**config.mk**
```make
export PLATFORM = sky130hd
export DESIGN_NAME = aes_out_fifo_axis_tx
export DESIGN_NICKNAME = d
export VERILOG_FILES = /design/src/rtl/aes_out_fifo_axis_tx.sv
export SDC_FILE = /design/constraint.sdc
export NUM_CORES = 1
export LEC_CHECK = 0
export CELL_PAD_IN_SITES_DETAIL_PLACEMENT = 0
export CELL_PAD_IN_SITES_GLOBAL_PLACEMENT = 2
export CORE_MARGIN = 2
export CORE_UTILIZATION = 29
export CTS_BUF_LIST = sky130_fd_sc_hd__clkbuf_4
export DETAILED_ROUTE_END_ITERATION = 6
export PLACE_DENSITY_LB_ADDON = 0.1
export SYNTH_ARGS = -nofsm -noshare
export SYNTH_HDL_FRONTEND = slang
export SYNTH_SLANG_ARGS = --single-unit
```
**constraint.sdc**
```tcl
create_clock -name clk -period 2.85 [get_ports clk]
set_input_delay 0.57 -clock clk [delete_from_list [all_inputs] [get_ports clk]]
set_output_delay 0.57 -clock clk [all_outputs]
set_load 0.1 [all_outputs]
```
**src/rtl/aes_out_fifo_axis_tx.sv**
```systemverilog
`default_nettype none
// ============================================================================
//  Module      : aes_out_fifo_axis_tx
//  Description : Drains the AES output FIFO after a command batch completes
//                and streams each FIFO entry out as AXIS words, most
//                significant word first, with tlast closing the batch.
//  Options     : AES_TX_TLAST_PER_BLK_EN - when defined, tlast also closes
//                every AES block (one packet per block).
//  Revision    : 1.0 - initial release
// ============================================================================
module aes_out_fifo_axis_tx #(
  parameter int OUT_FIFO_ADDR_WIDTH = 9,
  parameter int OUT_FIFO_DATA_WIDTH = 128,
  parameter int AXIS_DATA_WIDTH     = 32
) (
  input  logic                           clk,
  input  logic                           reset,
  input  logic                           en,
  input  logic [OUT_FIFO_ADDR_WIDTH-1:0] blk_cnt,
  input  logic [OUT_FIFO_DATA_WIDTH-1:0] out_fifo_data,
  output logic                           out_fifo_r_e,
  output logic [OUT_FIFO_ADDR_WIDTH-1:0] out_fifo_addr,
  output logic [AXIS_DATA_WIDTH-1:0]     m_axis_tdata,
  output logic                           m_axis_tvalid,
  input  logic                           m_axis_tready,
  output logic                           m_axis_tlast,
  output logic                           busy,
  output logic                           en_o
);

  // Words per FIFO entry and the width of the word counter.
  localparam int c_words = OUT_FIFO_DATA_WIDTH / AXIS_DATA_WIDTH;
  localparam int c_idx_w = (c_words > 1) ? $clog2(c_words) : 1;
  localparam logic [c_idx_w-1:0]             c_last_idx = c_idx_w'(c_words - 1);
  localparam logic [c_idx_w-1:0]             c_idx_one  = c_idx_w'(1);
  localparam logic [OUT_FIFO_ADDR_WIDTH-1:0] c_ptr_one  = OUT_FIFO_ADDR_WIDTH'(1);

  typedef enum logic [1:0] {
    S_IDLE    = 2'd0,
    S_RD_WAIT = 2'd1,
    S_LOAD    = 2'd2,
    S_SEND    = 2'd3
  } state_t;

  state_t                         r_state;
  logic [OUT_FIFO_ADDR_WIDTH-1:0] r_cnt;
  logic [OUT_FIFO_ADDR_WIDTH-1:0] r_rd_ptr;
  logic [OUT_FIFO_ADDR_WIDTH-1:0] r_addr;
  logic [OUT_FIFO_DATA_WIDTH-1:0] r_shreg;
  logic [c_idx_w-1:0]             r_word_idx;
  logic                           r_rd_en;
  logic                           r_tvalid;
  logic                           r_busy;
  logic                           r_en_o;

  logic [AXIS_DATA_WIDTH-1:0]     w_word;
  logic                           w_last_word;
  logic                           w_last_blk;
  logic                           w_tlast;

  // Word k of an entry is the k-th AXIS word counted from the top bits,
  // so the leftmost hex word of the entry leaves first.
  always_comb begin
    w_word = '0;
    for (int k = 0; k < c_words; k++) begin
      if (r_word_idx == c_idx_w'(k)) begin
        w_word = r_shreg[OUT_FIFO_DATA_WIDTH-1-k*AXIS_DATA_WIDTH -: AXIS_DATA_WIDTH];
      end
    end
  end

  // cnt is never zero outside IDLE, so cnt-1 cannot wrap here.
  assign w_last_word = (r_word_idx == c_last_idx);
  assign w_last_blk  = (r_rd_ptr == (r_cnt - c_ptr_one));

`ifdef AES_TX_TLAST_PER_BLK_EN
  assign w_tlast = r_tvalid & w_last_word;
`else
  assign w_tlast = r_tvalid & w_last_word & w_last_blk;
`endif

  // Control FSM: batch start, per-block FIFO read, word-by-word streaming.
  always_ff @(posedge clk) begin
    if (reset) begin
      r_state    <= S_IDLE;
      r_cnt      <= '0;
      r_rd_ptr   <= '0;
      r_addr     <= '0;
      r_shreg    <= '0;
      r_word_idx <= '0;
      r_rd_en    <= 1'b0;
      r_tvalid   <= 1'b0;
      r_busy     <= 1'b0;
      r_en_o     <= 1'b0;
    end else begin
      r_rd_en <= 1'b0;
      r_en_o  <= 1'b0;
      case (r_state)
        S_IDLE: begin
          if (en) begin
            r_cnt <= blk_cnt;
            if (blk_cnt == '0) begin
              r_en_o <= 1'b1;
            end else begin
              r_rd_en  <= 1'b1;
              r_addr   <= '0;
              r_rd_ptr <= '0;
              r_busy   <= 1'b1;
              r_state  <= S_RD_WAIT;
            end
          end
        end
        S_RD_WAIT: begin
          r_state <= S_LOAD;
        end
        S_LOAD: begin
          r_shreg    <= out_fifo_data;
          r_word_idx <= '0;
          r_tvalid   <= 1'b1;
          r_state    <= S_SEND;
        end
        S_SEND: begin
          if (r_tvalid && m_axis_tready) begin
            if (w_last_word) begin
              r_word_idx <= '0;
              r_tvalid   <= 1'b0;
              if (w_last_blk) begin
                r_busy  <= 1'b0;
                r_en_o  <= 1'b1;
                r_state <= S_IDLE;
              end else begin
                r_rd_ptr <= r_rd_ptr + c_ptr_one;
                r_addr   <= r_rd_ptr + c_ptr_one;
                r_rd_en  <= 1'b1;
                r_state  <= S_RD_WAIT;
              end
            end else begin
              r_word_idx <= r_word_idx + c_idx_one;
            end
          end
        end
        default: begin
          r_state <= S_IDLE;
        end
      endcase
    end
  end

  assign out_fifo_r_e  = r_rd_en;
  assign out_fifo_addr = r_addr;
  assign m_axis_tdata  = r_tvalid ? w_word : '0;
  assign m_axis_tvalid = r_tvalid;
  assign m_axis_tlast  = w_tlast;
  assign busy          = r_busy;
  assign en_o          = r_en_o;

endmodule
`default_nettype wire

```
==> flow_results.xml <==
<?xml version="1.0" encoding="UTF-8"?>
<metrics>
  <group name="grt">
    <metric name="globalRoute.totalOverflow" unit="">0</metric>
    <metric name="grt.total_usage" unit="">0.1727</metric>
    <metric name="grt_antenna_before_repair" unit="">4</metric>
    <metric name="number_of_global_route_vias_before_repair" unit="">6378</metric>
    <metric name="grt_start_max_net_pins" unit="">65</metric>
    <metric name="grt_pass1_wl" unit="mm">35.69</metric>
  </group>
  <group name="synthesis">
    <metric name="synth_top_cell_by_area" unit="">dfxtp_1</metric>
    <metric name="post_synth.cell_area_avg" unit="um^2">8.119</metric>
    <metric name="synth_nets" unit="">1047</metric>
    <metric name="synth-async-reset-ratio" unit="">0</metric>
    <metric name="synth.ff_latch_count" unit="">154</metric>
    <metric name="ys_top_cells_by_area" unit="">dfxtp_1 (42%), mux2i_1 (18%), nor2_1 (10%), a21oi_1 (6.2%), nand2_1 (4.8%)</metric>
    <metric name="post_synthesis_instance_area" unit="um^2">7274</metric>
    <metric name="synth_flop_cell" unit="">dfxtp_1</metric>
    <metric name="post_synth_inst_count" unit="">896</metric>
    <metric name="synth_seq_area_share" unit="">0.4238</metric>
    <metric name="post_synth_num_cell_types" unit="">41</metric>
    <metric name="edff_count_synth" unit="">0</metric>
    <metric name="synthDominantCellAreaShare" unit="">0.4238</metric>
    <metric name="synth.yosys.warnings" unit="">0</metric>
  </group>
  <group name="sta">
    <metric name="timing.final.setup_violations" unit="">17</metric>
    <metric name="rsz_0062_raised_after_global_routing" unit="">yes</metric>
    <metric name="tightest_slew" unit="ns">1.054</metric>
    <metric name="layout_setup_ws" unit="ns">-0.2494</metric>
    <metric name="relSlewSlack" unit="">0.2934</metric>
    <metric name="final-max-slew-violation-count" unit="">0</metric>
    <metric name="post-route-min-period" unit="ns">3.099</metric>
    <metric name="min_period_over_period" unit="">1.088</metric>
    <metric name="max_freq" unit="GHz">0.3226</metric>
    <metric name="final.setup.tns" unit="ns">-0.6438</metric>
    <metric name="hold_violations" unit="">0</metric>
    <metric name="finClkSkew" unit="ns">0.02219</metric>
  </group>
  <group name="pwr">
    <metric name="total_power" unit="mW">7.166</metric>
    <metric name="static-leakage-power" unit="nW">3.987</metric>
    <metric name="max-vdd-ir-drop" unit="mV">0.3819</metric>
    <metric name="cellPowerDensity" unit="nW/um^2">654.3</metric>
  </group>
  <group name="finish">
    <metric name="layout-area-overhead-vs-synth" unit="%">50.55</metric>
    <metric name="fillers" unit="">2512</metric>
    <metric name="finish.net_count" unit="">1235</metric>
    <metric name="drive_gt1_frac" unit="">0.1969</metric>
  </group>
  <group name="floorplan">
    <metric name="count_of_standard_cell_rows" unit="">57</metric>
    <metric name="die_y" unit="um">162.4</metric>
    <metric name="core_area" unit="um^2">24460</metric>
    <metric name="die_ar" unit="um^2">26370</metric>
    <metric name="die_x" unit="um">162.4</metric>
    <metric name="initial_utilization" unit="">0.2974</metric>
    <metric name="boundaryPins" unit="">187</metric>
  </group>
  <group name="critical_path">
    <metric name="criticalPathCategory" unit="">reg2out</metric>
    <metric name="critPathLaunchType" unit="">register</metric>
    <metric name="critical_path_peak_fanout" unit="">2</metric>
    <metric name="critPathRequiredTime" unit="ns">2.28</metric>
    <metric name="crit_arrival" unit="ns">2.53</metric>
    <metric name="setup.worst_path.end_class" unit="">output port</metric>
  </group>
  <group name="drt">
    <metric name="routed-via-count" unit="">6530</metric>
    <metric name="avgRoutedWirePerCell" unit="um">15.97</metric>
    <metric name="drtAntennaViolNets" unit="">0</metric>
    <metric name="detail_route.first_pass.iterations" unit="">4</metric>
    <metric name="finalWirelength" unit="mm">22.72</metric>
    <metric name="drt-initial-drc-count" unit="">260</metric>
    <metric name="post_drt_via_cell_ratio" unit="">4.589</metric>
    <metric name="drcViolationCount" unit="">0</metric>
  </group>
  <group name="cts">
    <metric name="cts_max_path_buffers" unit="">2</metric>
    <metric name="numClockSinks" unit="">154</metric>
    <metric name="clk_latency" unit="ns">0.57</metric>
    <metric name="htree_levels" unit="">4</metric>
    <metric name="worst_setup_hold_path_clk_slew" unit="ns">0.15</metric>
    <metric name="cts_root_buf" unit="">clkbuf_4</metric>
    <metric name="cts-buffers-inserted" unit="">17</metric>
    <metric name="tritoncts" unit="">done</metric>
  </group>
  <group name="place">
    <metric name="gpl.final_weighted_congestion" unit="">0.7468</metric>
    <metric name="detailed_place_hpwl" unit="mm">14.44</metric>
    <metric name="detailedPlace.worstSlack" unit="ns">0.08581</metric>
    <metric name="buffer_ports.inserted" unit="">186</metric>
  </group>
  <group name="flow_run">
    <metric name="max-cap-violations" unit="">0</metric>
  </group>
  <group name="hold_path">
    <metric name="hp-class" unit="">reg2reg</metric>
  </group>
  <group name="run_status">
    <metric name="status" unit="">finished with violations</metric>
    <metric name="failed_checks" unit="">setup timing</metric>
  </group>
</metrics>
==> cells in the mapped netlist (5+ instances only) <==
cell type	number
or3_1	7
mux2i_1	131
inv_1	10
clkbuf_1	43
buf_1	20
a21oi_1	90
nand3_1	9
and2_1	34
nor2_1	201
nor3_1	8
dfxtp_1	154
xnor2_1	10
ha_1	10
o21ai_0	36
o21ai_1	5
nand2_1	93
==> placed cells by master, fill, tap and decap left out, types with 16 or more instances in the layout <==
cell,count
clkdlybuf4s50_1,139
buf_12,47
and2_1,19
a21oi_2,21
mux2i_1,131
nor2_4,16
nor2_1,182
a21oi_1,69
o21ai_1,36
clkbuf_4,18
nand2_1,83
buf_4,34
dfxtp_1,146
==> logic make-up (layout without fill, tap and decap cells) <==
family | count (synthesis) | in the layout | synth area share
AO/OA/AOI/OAI | 145 | 145 | 0.1094
XOR/XNOR | 12 | 12 | 0.01445
adder cells (fa/ha/maj) | 10 | 10 | 0.01720
buffers and inverters | 76 | 277 | 0.04059
flip-flops | 154 | 154 | 0.4238
multiplexers | 131 | 131 | 0.1803
other | 0 | 2 | 0
AND/OR/NAND/NOR | 368 | 368 | 0.2143
==> sequential cells by signal (all words and copies together) (netlist names) <==
name	cells
r_shreg	128
out_fifo_addr	9
r_cnt	9
r_state	2
r_word_idx	2
busy	1
en_o	1
m_axis_tvalid	1
out_fifo_r_e	1
==> worst paths after layout <==
path                              start                             to  slack (ns)  cells after the start
setup reg to reg  r_cnt[1]$_SDFFE_PP0P_  out_fifo_addr[0]$_SDFFE_PP0P_        0.16                      9
hold reg to reg   r_cnt[8]$_SDFFE_PP0P_          r_cnt[8]$_SDFFE_PP0P_        0.49                      2
setup / recovery  r_cnt[1]$_SDFFE_PP0P_                   m_axis_tlast       -0.25                      9
hold / removal    r_cnt[8]$_SDFFE_PP0P_          r_cnt[8]$_SDFFE_PP0P_        0.49                      2
==> power by group <==
group / internal [mW] / switching [mW] / leakage [nW]
clock: 0.481 / 0.929 / 0.155
combinational: 1.34 / 1.57 / 2.58
sequential: 2.58 / 0.265 / 1.25
==> area by class of cell <==
class,count,area (um^2),share of cell area
inverter,10,42.54,0.003884
timing repair buffer,235,2859,0.2611
clock inverter,14,155.1,0.01417
tap,324,405.4,0.03702
multi-input combinational,666,4249,0.3880
clock buffer,18,135.1,0.01234
sequential,154,3100,0.2831
antenna,2,5.005,0.0004570
==> per-layer routing <==
| layer | up-vias | track usage | share of wire |
|---|---|---|---|
| met3 | 15 | 0.05551 | 0.060 |
| li1 | 3374 | - | - |
| met4 | 4 | 0.04023 | 0.0085 |
| met2 | 127 | 0.2669 | 0.44 |
| met5 | - | 0 | 0.0011 |
| met1 | 3010 | 0.2348 | 0.49 |
==> critical path, cell delays in order (launching register included) <==
cell	delay [ns]
dfxtp_4	0.37
inv_1	0.04
ha_2	0.16
nor3b_1	0.14
or4_1	0.42
a21oi_2	0.15
o221ai_2	0.12
or2_4	0.27
nor2_4	0.10
buf_12	0.18
==> through the flow <==
| stage | hold slack [ns] | std cells | cell area, um^2 | utilization |
|---|---|---|---|---|
| after CTS | 0.4550 | 1423 | 10860 | 0.4440 |
| after detailed placement | 0.4760 | 1363 | 9902 | 0.4048 |
| after global routing | 0.4418 | 1422 | 10950 | 0.4476 |
| after global placement | 0.4658 | 1363 | 9902 | 0.4048 |
| final | 0.4912 | 1423 | 10950 | 0.4477 |
| after floorplan | 0.4496 | 896 | 7298 | - |
==> repair_timing <==
action | in CTS | in global routing
gates resized for setup | 118 | 38
cloned | 7 | 1
setup buffers | 21 | 1
hold buffers | 0 | 0
setup endpoints to repair | 33 | 42
pin swaps | 34 | 37
Power figures use the tool's default switching activity.
